==> config.mk <==
export PLATFORM = sky130hd
export DESIGN_NAME = seq_detect_counter
export DESIGN_NICKNAME = d
export VERILOG_FILES = /design/src/rtl/seq_detect_pkg.sv /design/src/rtl/seq_detect_counter_sat_counter.sv /design/src/rtl/seq_detect_counter.sv
export SDC_FILE = /design/constraint.sdc
export NUM_CORES = 1
export LEC_CHECK = 0
export ABC_CLOCK_PERIOD_IN_PS = 4000
export BUFFER_PORTS_ARGS = -buffer_cell sky130_fd_sc_hd__buf_2
export CELL_PAD_IN_SITES_DETAIL_PLACEMENT = 0
export CELL_PAD_IN_SITES_GLOBAL_PLACEMENT = 2
export CORE_ASPECT_RATIO = 0.8
export CORE_MARGIN = 3
export CORE_UTILIZATION = 34
export CTS_BUF_LIST = sky130_fd_sc_hd__clkbuf_8 sky130_fd_sc_hd__clkbuf_16
export CTS_CLUSTER_DIAMETER = 30
export DETAILED_ROUTE_END_ITERATION = 16
export PLACE_DENSITY_LB_ADDON = 0.05
export SLEW_MARGIN = 10
export SYNTH_ARGS = -nofsm -noshare
export SYNTH_HDL_FRONTEND = slang
export SYNTH_SLANG_ARGS = --single-unit
==> constraint.sdc <==
create_clock -name clk -period 4 [get_ports clk]
set_clock_uncertainty 0.1 [all_clocks]
set_input_delay 0.4 -clock clk [delete_from_list [all_inputs] [get_ports clk]]
set_output_delay 0.4 -clock clk [all_outputs]
set_load 0.02 [all_outputs]
==> src/rtl/seq_detect_pkg.sv <==
// Shared fill-state encoding and width helper for the serial pattern detector.
package seq_detect_pkg;

    typedef enum logic [1:0] {
        ST_EMPTY   = 2'd0,
        ST_FILLING = 2'd1,
        ST_ARMED   = 2'd2
    } fill_state_e;

    function automatic int len_width(input int pat_w);
        return $clog2(pat_w) + 1;
    endfunction

endpackage

==> src/rtl/seq_detect_counter_sat_counter.sv <==
// Hit counter with clear; saturates with a sticky flag by default, or wraps with a
// one-cycle flag when SEQ_DETECT_CNT_WRAP_EN is defined.
module sat_counter
    import seq_detect_pkg::*;
#(
    parameter int CNT_W = 16
) (
    input  logic             clk,
    input  logic             rst,
    input  logic             inc,
    input  logic             clr,
    output logic [CNT_W-1:0] cnt,
    output logic             sat
);

    localparam logic [CNT_W-1:0] CNT_MAX = '1;

    logic [CNT_W-1:0] cnt_q, cnt_d;

`ifdef SEQ_DETECT_CNT_WRAP_EN
    always_comb begin
        cnt_d = cnt_q;
        if (clr) begin
            cnt_d = '0;
        end else if (inc) begin
            cnt_d = cnt_q + CNT_W'(1);
        end
    end

    always_ff @(posedge clk) begin
        if (rst) begin
            cnt_q <= '0;
        end else begin
            cnt_q <= cnt_d;
        end
    end

    // Flag marks the increment that rolls the count over.
    assign sat = inc & ~clr & (cnt_q == CNT_MAX);
`else
    logic sat_q, sat_d;

    always_comb begin
        cnt_d = cnt_q;
        sat_d = sat_q;
        if (clr) begin
            cnt_d = '0;
            sat_d = 1'b0;
        end else begin
            if (inc && cnt_q != CNT_MAX) begin
                cnt_d = cnt_q + CNT_W'(1);
            end
            sat_d = sat_q | (cnt_d == CNT_MAX);
        end
    end

    always_ff @(posedge clk) begin
        if (rst) begin
            cnt_q <= '0;
            sat_q <= 1'b0;
        end else begin
            cnt_q <= cnt_d;
            sat_q <= sat_d;
        end
    end

    assign sat = sat_q;
`endif

    assign cnt = cnt_q;

endmodule

==> src/rtl/seq_detect_counter.sv <==
// Runtime-loadable serial pattern detector with Moore/Mealy outputs and a hit counter.
// Define SEQ_DETECT_CNT_WRAP_EN to make the hit counter wrap instead of saturate.
module seq_detect_counter
    import seq_detect_pkg::*;
#(
    parameter int PAT_W = 8,
    parameter int LEN_W = len_width(PAT_W),
    parameter int CNT_W = 16
) (
    input  logic             clk,
    input  logic             rst,
    input  logic             en,
    input  logic             a,
    input  logic             cfg_load,
    input  logic [PAT_W-1:0] pat,
    input  logic [LEN_W-1:0] pat_len,
    input  logic             overlap,
    input  logic             cnt_clr,
    output logic             y_mealy,
    output logic             y_moore,
    output logic [CNT_W-1:0] hit_cnt,
    output logic             cnt_sat
);

    localparam logic [LEN_W-1:0] FILL_MAX = LEN_W'(PAT_W);

    logic [PAT_W-1:0] pat_q, pat_d;
    logic [LEN_W-1:0] len_q, len_d;
    logic             ovl_q, ovl_d;
    logic [PAT_W-1:0] hist_q, hist_d;
    logic [LEN_W-1:0] fill_q, fill_d;
    logic             moore_q, moore_d;

    logic [PAT_W-1:0] hist_nx;
    logic [LEN_W-1:0] fill_nx;
    logic [PAT_W-1:0] len_mask;
    fill_state_e      st_nx;
    logic             len_ok;
    logic             match;

    // Match is judged on the history as it will look after this strobe.
    always_comb begin
        hist_nx = en ? {hist_q[PAT_W-2:0], a} : hist_q;
        fill_nx = (en && fill_q != FILL_MAX) ? fill_q + LEN_W'(1) : fill_q;

        if (fill_nx == '0) begin
            st_nx = ST_EMPTY;
        end else if (fill_nx < len_q) begin
            st_nx = ST_FILLING;
        end else begin
            st_nx = ST_ARMED;
        end

        len_mask = '0;
        for (int i = 0; i < PAT_W; i++) begin
            len_mask[i] = (i < int'(len_q));
        end

        len_ok = (len_q != '0) && (len_q <= FILL_MAX);
        match  = len_ok && (st_nx == ST_ARMED) && (((hist_nx ^ pat_q) & len_mask) == '0);
    end

    assign y_mealy = en & match & ~cfg_load;

    always_comb begin
        pat_d   = pat_q;
        len_d   = len_q;
        ovl_d   = ovl_q;
        hist_d  = hist_q;
        fill_d  = fill_q;
        moore_d = moore_q;
        if (cfg_load) begin
            pat_d   = pat;
            len_d   = pat_len;
            ovl_d   = overlap;
            hist_d  = '0;
            fill_d  = '0;
            moore_d = 1'b0;
        end else if (en) begin
            hist_d  = hist_nx;
            fill_d  = (match && !ovl_q) ? '0 : fill_nx;
            moore_d = y_mealy;
        end
    end

    always_ff @(posedge clk) begin
        if (rst) begin
            pat_q   <= '0;
            len_q   <= '0;
            ovl_q   <= 1'b0;
            hist_q  <= '0;
            fill_q  <= '0;
            moore_q <= 1'b0;
        end else begin
            pat_q   <= pat_d;
            len_q   <= len_d;
            ovl_q   <= ovl_d;
            hist_q  <= hist_d;
            fill_q  <= fill_d;
            moore_q <= moore_d;
        end
    end

    assign y_moore = moore_q;

    sat_counter #(
        .CNT_W(CNT_W)
    ) u_hit_cnt (
        .clk (clk),
        .rst (rst),
        .inc (y_mealy),
        .clr (cnt_clr),
        .cnt (hit_cnt),
        .sat (cnt_sat)
    );

endmodule

* Yosys cells after proc, flatten, opt, wreduce, memory -nomap -nowiden
Index checks and enable logic that the tools add are counted.
Word-level totals: output and inout port bits 19, input bits 19, logic and storage cells 49, register bits 43
Operators by class: mux-type cells 7, bitwise operators 6, reductions and logical operators 12, $lt $le $gt $ge 10, add/subtract/negate cells 2, equal/unequal tests 4
Operators by type and width (count):
- 16-bit 2-to-1 mux | 2
- 16-bit by 1-bit adder with 16-bit output, second input constant | 1
- 16-bit == test, second input constant | 1
- 3-bit by 4-bit < comparator with 1-bit output, first input constant | 4
- 16-bit inequality test, second input constant | 1
- 8-bit bitwise AND | 1
- 8-bit zero test | 1
- 1-bit by 4-bit < comparator with 1-bit output, first input constant | 2
- 2-bit by 4-bit < comparator with 1-bit output, first input constant | 2
- 4-bit 2-to-1 mux | 2
- 8-bit 2-to-1 mux | 1
- 8-bit XOR | 1
- 1-bit logical AND | 6
- 4-bit by 1-bit adder with 4-bit output, second input constant | 1
- 4-bit less-or-equal comparator, second input constant | 1
- 4-bit zero test | 1
- 4-bit < comparator | 1
- 2-bit 2-to-1 mux | 2
- 4-bit inequality test, second input constant | 1
- 4-bit nonzero test | 1
- 2-bit OR reduction | 2
- 1-bit bitwise AND | 2
- 2-bit == test, second input constant | 1
- 1-bit zero test | 1
- other kinds (2) | 2

* Longest topological paths before layout
depth in word-level cells 16, gate-level depth with buffers 18

* Hierarchy
A second synthesis with hierarchy kept.
Unflattened totals: cell total of the unflattened synthesis 258, area total of the unflattened synthesis 2309.7 um2
By module, submodules not included:
- seq_detect_counter | cells each 142, seq. area each 520.5 um2, instances 1, area an instance 1352.5 um2
- sat_counter | cells each 116, seq. area each 340.3 um2, instances 1, area an instance 957.2 um2

* Worst setup path after synthesis
OpenSTA, ideal clock, no wires.
kind register -> register, start point register fill_q[0], end point register u_hit_cnt.sat_q (netlist: u_hit_cnt.sat), setup time 0.084 ns, data arrival time 3.380 ns, clock period less this slack 3.564 ns, path buffers 2, required time 3.816 ns, cell stages (with the launch flop) 19, path slack 0.436 ns, path through dfxtp_1 -> inv_1 -> ha_1 -> nand3b_1 -> nand2_1 -> mux2_2 -> ha_1 -> o21a_1 -> o21ai_0 -> a211oi_2 -> nand4b_1 -> or2_1 -> buf_6 -> inv_2 -> clkbuf_1 -> nand4_1 -> xnor2_1 -> nand4b_1 -> o31ai_2
On the way: word-level cells in the longest chain between the ends 16, elaborated cells between the ends (all ways) 18, classes of those cells add/sub: 1; order compare: 1; eq/ne: 3; mux: 5; bitwise: 3; reduce/logical: 5
Ends and longest elaborated chain:
- from (decl) | line seq_detect_counter.sv:31 | logic [LEN_W-1:0] fill_q, fill_d;
- from (signal assigned) | line seq_detect_counter.sv:99 | fill_q <= fill_d;
- parallel branches: the longest is 2 deep, another holds 4-bit by 1-bit adder with 4-bit output
- 4-bit 2-to-1 mux * | line seq_detect_counter.sv:44 | fill_nx = (en && fill_q != FILL_MAX) ? fill_q + LEN_W'(1) : fill_q;
- 4-bit < comparator | line seq_detect_counter.sv:48 | end else if (fill_nx < len_q) begin
- 2-bit 2-to-1 mux | line seq_detect_counter.sv:48
- 2-bit 2-to-1 mux * | line seq_detect_counter.sv:46 | if (fill_nx == '0) begin
- 2-bit == test * | line seq_detect_counter.sv:60 | match = len_ok && (st_nx == ST_ARMED) && (((hist_nx ^ pat_q) & len_mask) == '0);
- 1-bit logical AND * (2 in series) | line seq_detect_counter.sv:60
- 1-bit bitwise AND * (2 in series) | line seq_detect_counter.sv:63 | assign y_mealy = en & match & ~cfg_load;
- via y_mealy | line seq_detect_counter.sv:19 | output logic y_mealy,
- 1-bit logical AND * | line seq_detect_counter_sat_counter.sv:50 | if (inc && cnt_q != CNT_MAX) begin
- 16-bit 2-to-1 mux * | line seq_detect_counter_sat_counter.sv:50
- 16-bit 2-to-1 mux * | line seq_detect_counter_sat_counter.sv:46 | if (clr) begin
- 16-bit == test * | line seq_detect_counter_sat_counter.sv:53 | sat_d = sat_q | (cnt_d == CNT_MAX);
- 1-bit OR * | line seq_detect_counter_sat_counter.sv:53
- to (signal assigned) | line seq_detect_counter_sat_counter.sv:63 | sat_q <= sat_d;
- to (decl) | line seq_detect_counter_sat_counter.sv:41 | logic sat_q, sat_d;
Mark *: on every way through the listed nets, which the timed path passes. The select of a mux whose other input is x is not followed. A chain may end at the register's enable or synchronous reset.

* Worst setup path in the final report
start point register fill_q[0], end point register u_hit_cnt.sat_q (netlist: u_hit_cnt.sat)
On the way: word-level cells in the longest chain between the ends 16, elaborated cells between the ends (all ways) 18, classes of those cells add/sub: 1; order compare: 1; eq/ne: 3; mux: 5; bitwise: 3; reduce/logical: 5
Ends and longest elaborated chain (line):
- parallel branches: the longest is 2 deep, another holds 4-bit by 1-bit adder with 4-bit output
- 4-bit 2-to-1 mux * | seq_detect_counter.sv:44
- 4-bit < comparator | seq_detect_counter.sv:48
- 2-bit 2-to-1 mux | seq_detect_counter.sv:48
- 2-bit 2-to-1 mux * | seq_detect_counter.sv:46
- 2-bit == test * | seq_detect_counter.sv:60
- 1-bit logical AND * (2 in series) | seq_detect_counter.sv:60
- 1-bit bitwise AND * (2 in series) | seq_detect_counter.sv:63
- 1-bit logical AND * | seq_detect_counter_sat_counter.sv:50
- 16-bit 2-to-1 mux * | seq_detect_counter_sat_counter.sv:50
- 16-bit 2-to-1 mux * | seq_detect_counter_sat_counter.sv:46
- 16-bit == test * | seq_detect_counter_sat_counter.sv:53
- 1-bit OR * | seq_detect_counter_sat_counter.sv:53
Mark *: on every way between the ends. The select of a mux whose other input is x is not followed.

==> impl_metrics.tcl <==
set metrics [dict create \
    cts_sinks 43 \
    cts_tree "built" \
    min_period_ns 3.75 \
    finalCritPeriodShare_pct 93.8 \
    worstSetupEndpointType "flip-flop" \
    drt_wl_total_um 5670 \
    netlist_instances 273 \
    hold_viol 0 \
    cp_max_fo 7 \
    crit_arrival_ns 3.87 \
    status "complete, no violations" \
    fmax_ghz 0.266 \
    fin_area_sq_um 2710 \
    n_fill_cell 702 \
    critPathKind "flip-flop to flip-flop" \
    drc 0 \
    ir_drop_uv 120 \
    viasPerCell 4.98 \
    placed_cells 382 \
    yosysSeqAreaShare_pct 36.6 \
    io_buffer_count 37 \
    tightest_slew_ns 0.650 \
    routedWlPerCell_um 14.5 \
    drive_gt1_share_pct 20.6 \
    cap_violations 0 \
    die_h_um 80.4 \
    design.die.area_sq_um 7960 \
    cts_max_level 2 \
    grt_max_degree 17 \
    start_util_pct 36.0 \
    antenna_found_initial 0 \
    ys_ff_latch 43 \
    gp_congestion 0.811 \
    clock-root-buffer "clkbuf_8" \
    r2r_setup_slack_ns 0.25 \
    fin_nets 330 \
    dpl.hpwl_um 4250 \
    areaGrowthSynthToFinish_pct 15.2 \
    cts_hold_buf 0 \
    maxSlewHeadroom_pct 56.3 \
    layout_commonest_cell "nor2_1" \
    route.met3.wl_um 215 \
    io_pins 38 \
    cts_made_buffers 5 \
    cts_setup_buffers 0 \
    num_rows 26 \
    final_cells 390 \
    yosys_warnings 0 \
    met1Wirelength_um 3240 \
    core_area_sq_um 6540 \
    grt_pass1_wl_um 9690 \
    insertion_delay_ns 0.30 \
    fin_setup_tns_ns 0 \
    clk_path_buf_depth 2 \
    synthesis.area_sq_um 2350 \
    cts_resized 0 \
    die_w_um 99.0 \
    dr_total_vias 1941 \
    synth_area_per_cell_sq_um 8.62 \
    cts.reportedPaths.clkPinSlew_ns 0.09 \
    drv_slew 0 \
    met2_length_um 2190 \
    routed.top_layer "met4" \
    synth_edf_count 0 \
    start_kind "flip-flop" \
    required_ns 4.12 \
    ant_nets 0 \
    layout_common_cells "44 x nor2_1, 43 x dfxtp_1, 37 x buf_2" \
    hold_path_class "input pin to flip-flop" \
    grt_pass1_vias 1859 \
    synth_cell_types 53 \
    fin_util_pct 41.4 \
    dpl_cell_area_sq_um 2580 \
    setup_viol 0 \
    finalPower_uw 887 \
    firstDrtPassIters 4 \
    rsz0062_at_grt "false" \
    diodes 0 \
    synthArstFlopShare_pct 0 \
    grt-ovfl-total 0 \
    p_per_area_nw_per_um2 328 \
    grt.total_usage_pct 15.2 \
    drt-initial-drc-count 48 \
    power_leakage_nw 1.07 \
    synth-main-ff-cell "dfxtp_1" \
    syn_nets 298 \
]
-- worst paths after layout --
path / start / end / depth (start not counted)
setup / recovery: fill_q[0] / u_hit_cnt.sat / 15
setup reg to reg: fill_q[0] / u_hit_cnt.sat / 15
hold reg to reg: u_hit_cnt.sat / u_hit_cnt.sat / 2
hold / removal: pat_len[2] / len_q[2] / 3
-- layer usage --
layer | up-vias | track usage (%)
li1 | 1012 | -
met1 | 894 | 23.8
met2 | 31 | 20.3
met3 | 4 | 3.21
met4 | 0 | 4.09
met5 | - | 0
-- registers in the layout, summed over array words and instances, names as in the netlist --
signal and cells:
u_hit_cnt.sat 1, ovl_q 1, u_hit_cnt.cnt 16, y_moore 1, len_q 4, hist_q 8, fill_q 4, pat_q 8
-- cells in the mapped netlist (all sizes together) (3+ instances only) --
| library cell | number | area [sq um] |
|---|---|---|
| xor2 | 7 | 61.3 |
| nand3 | 9 | 45.0 |
| ha | 6 | 75.1 |
| o211ai | 3 | 22.5 |
| a31oi | 4 | 25.0 |
| nand2 | 20 | 75.1 |
| and2 | 4 | 25.0 |
| and3 | 4 | 25.0 |
| or2 | 3 | 18.8 |
| clkbuf | 9 | 33.8 |
| buf | 6 | 46.3 |
| nor3 | 4 | 20.0 |
| nor2 | 44 | 165 |
| xnor2 | 16 | 140 |
| nand4b | 3 | 26.3 |
| dfxtp | 43 | 861 |
| a21oi | 9 | 45.0 |
| or3 | 3 | 18.8 |
| mux2i | 22 | 228 |
| inv | 10 | 37.5 |
| o21ai | 4 | 20.0 |
| nand4 | 7 | 43.8 |
| nand3b | 3 | 22.5 |
| a211oi | 4 | 35.0 |
-- layout make-up --
type                    instances  area, sq um  share of cell area, %
multi-input cells             205         1380                   50.9
flip-flops and latches         43          861                   31.8
repair buffers                 40          208                   7.67
well taps                      84          105                   3.88
clock buffers                   6         82.6                   3.05
inverters                      10         37.5                   1.39
clock inverters                 2         35.0                   1.29
-- cell families (layout without fill, tap and decap cells) --
group / Yosys count / count (layout) / share of synthesized area, %
mux: 24 / 24 / 10.6
buf+inv: 25 / 58 / 5.00
xor+xnor: 23 / 23 / 8.56
fa+ha+maj: 6 / 6 / 3.19
compound gates: 36 / 36 / 11.0
flops: 43 / 43 / 36.6
simple gates: 116 / 116 / 25.1
-- worst max-delay path, cell delays in order, from the launching register on --
cell	delay, ns
dfxtp_1	0.35
inv_1	0.10
ha_1	0.17
nand3b_1	0.16
nand2_1	0.11
mux2_2	0.35
ha_1	0.27
o21a_1	0.09
o21ai_0	0.08
a211oi_2	0.26
nand4b_1	0.11
or2_1	0.34
nor4b_2	0.33
xnor2_1	0.11
or4_1	0.55
o31ai_2	0.17
-- metrics by stage --
stage	hold slack (ns)	worst slack [ns]
after floorplan	0.372	0.436
after global placement	0.382	0.335
after detailed placement	0.381	0.271
after CTS	0.227	0.170
after global routing	0.239	0.00718
final	0.237	0.248
-- report_power, final --
part	leakage (nW)	switching, mW	internal [mW]	total, mW
sequential	0.349	0.0102	0.437	0.447
clock	0.0612	0.158	0.202	0.360
combinational	0.664	0.0435	0.0370	0.0805
Note: power is estimated with default switching activity, not from simulation.
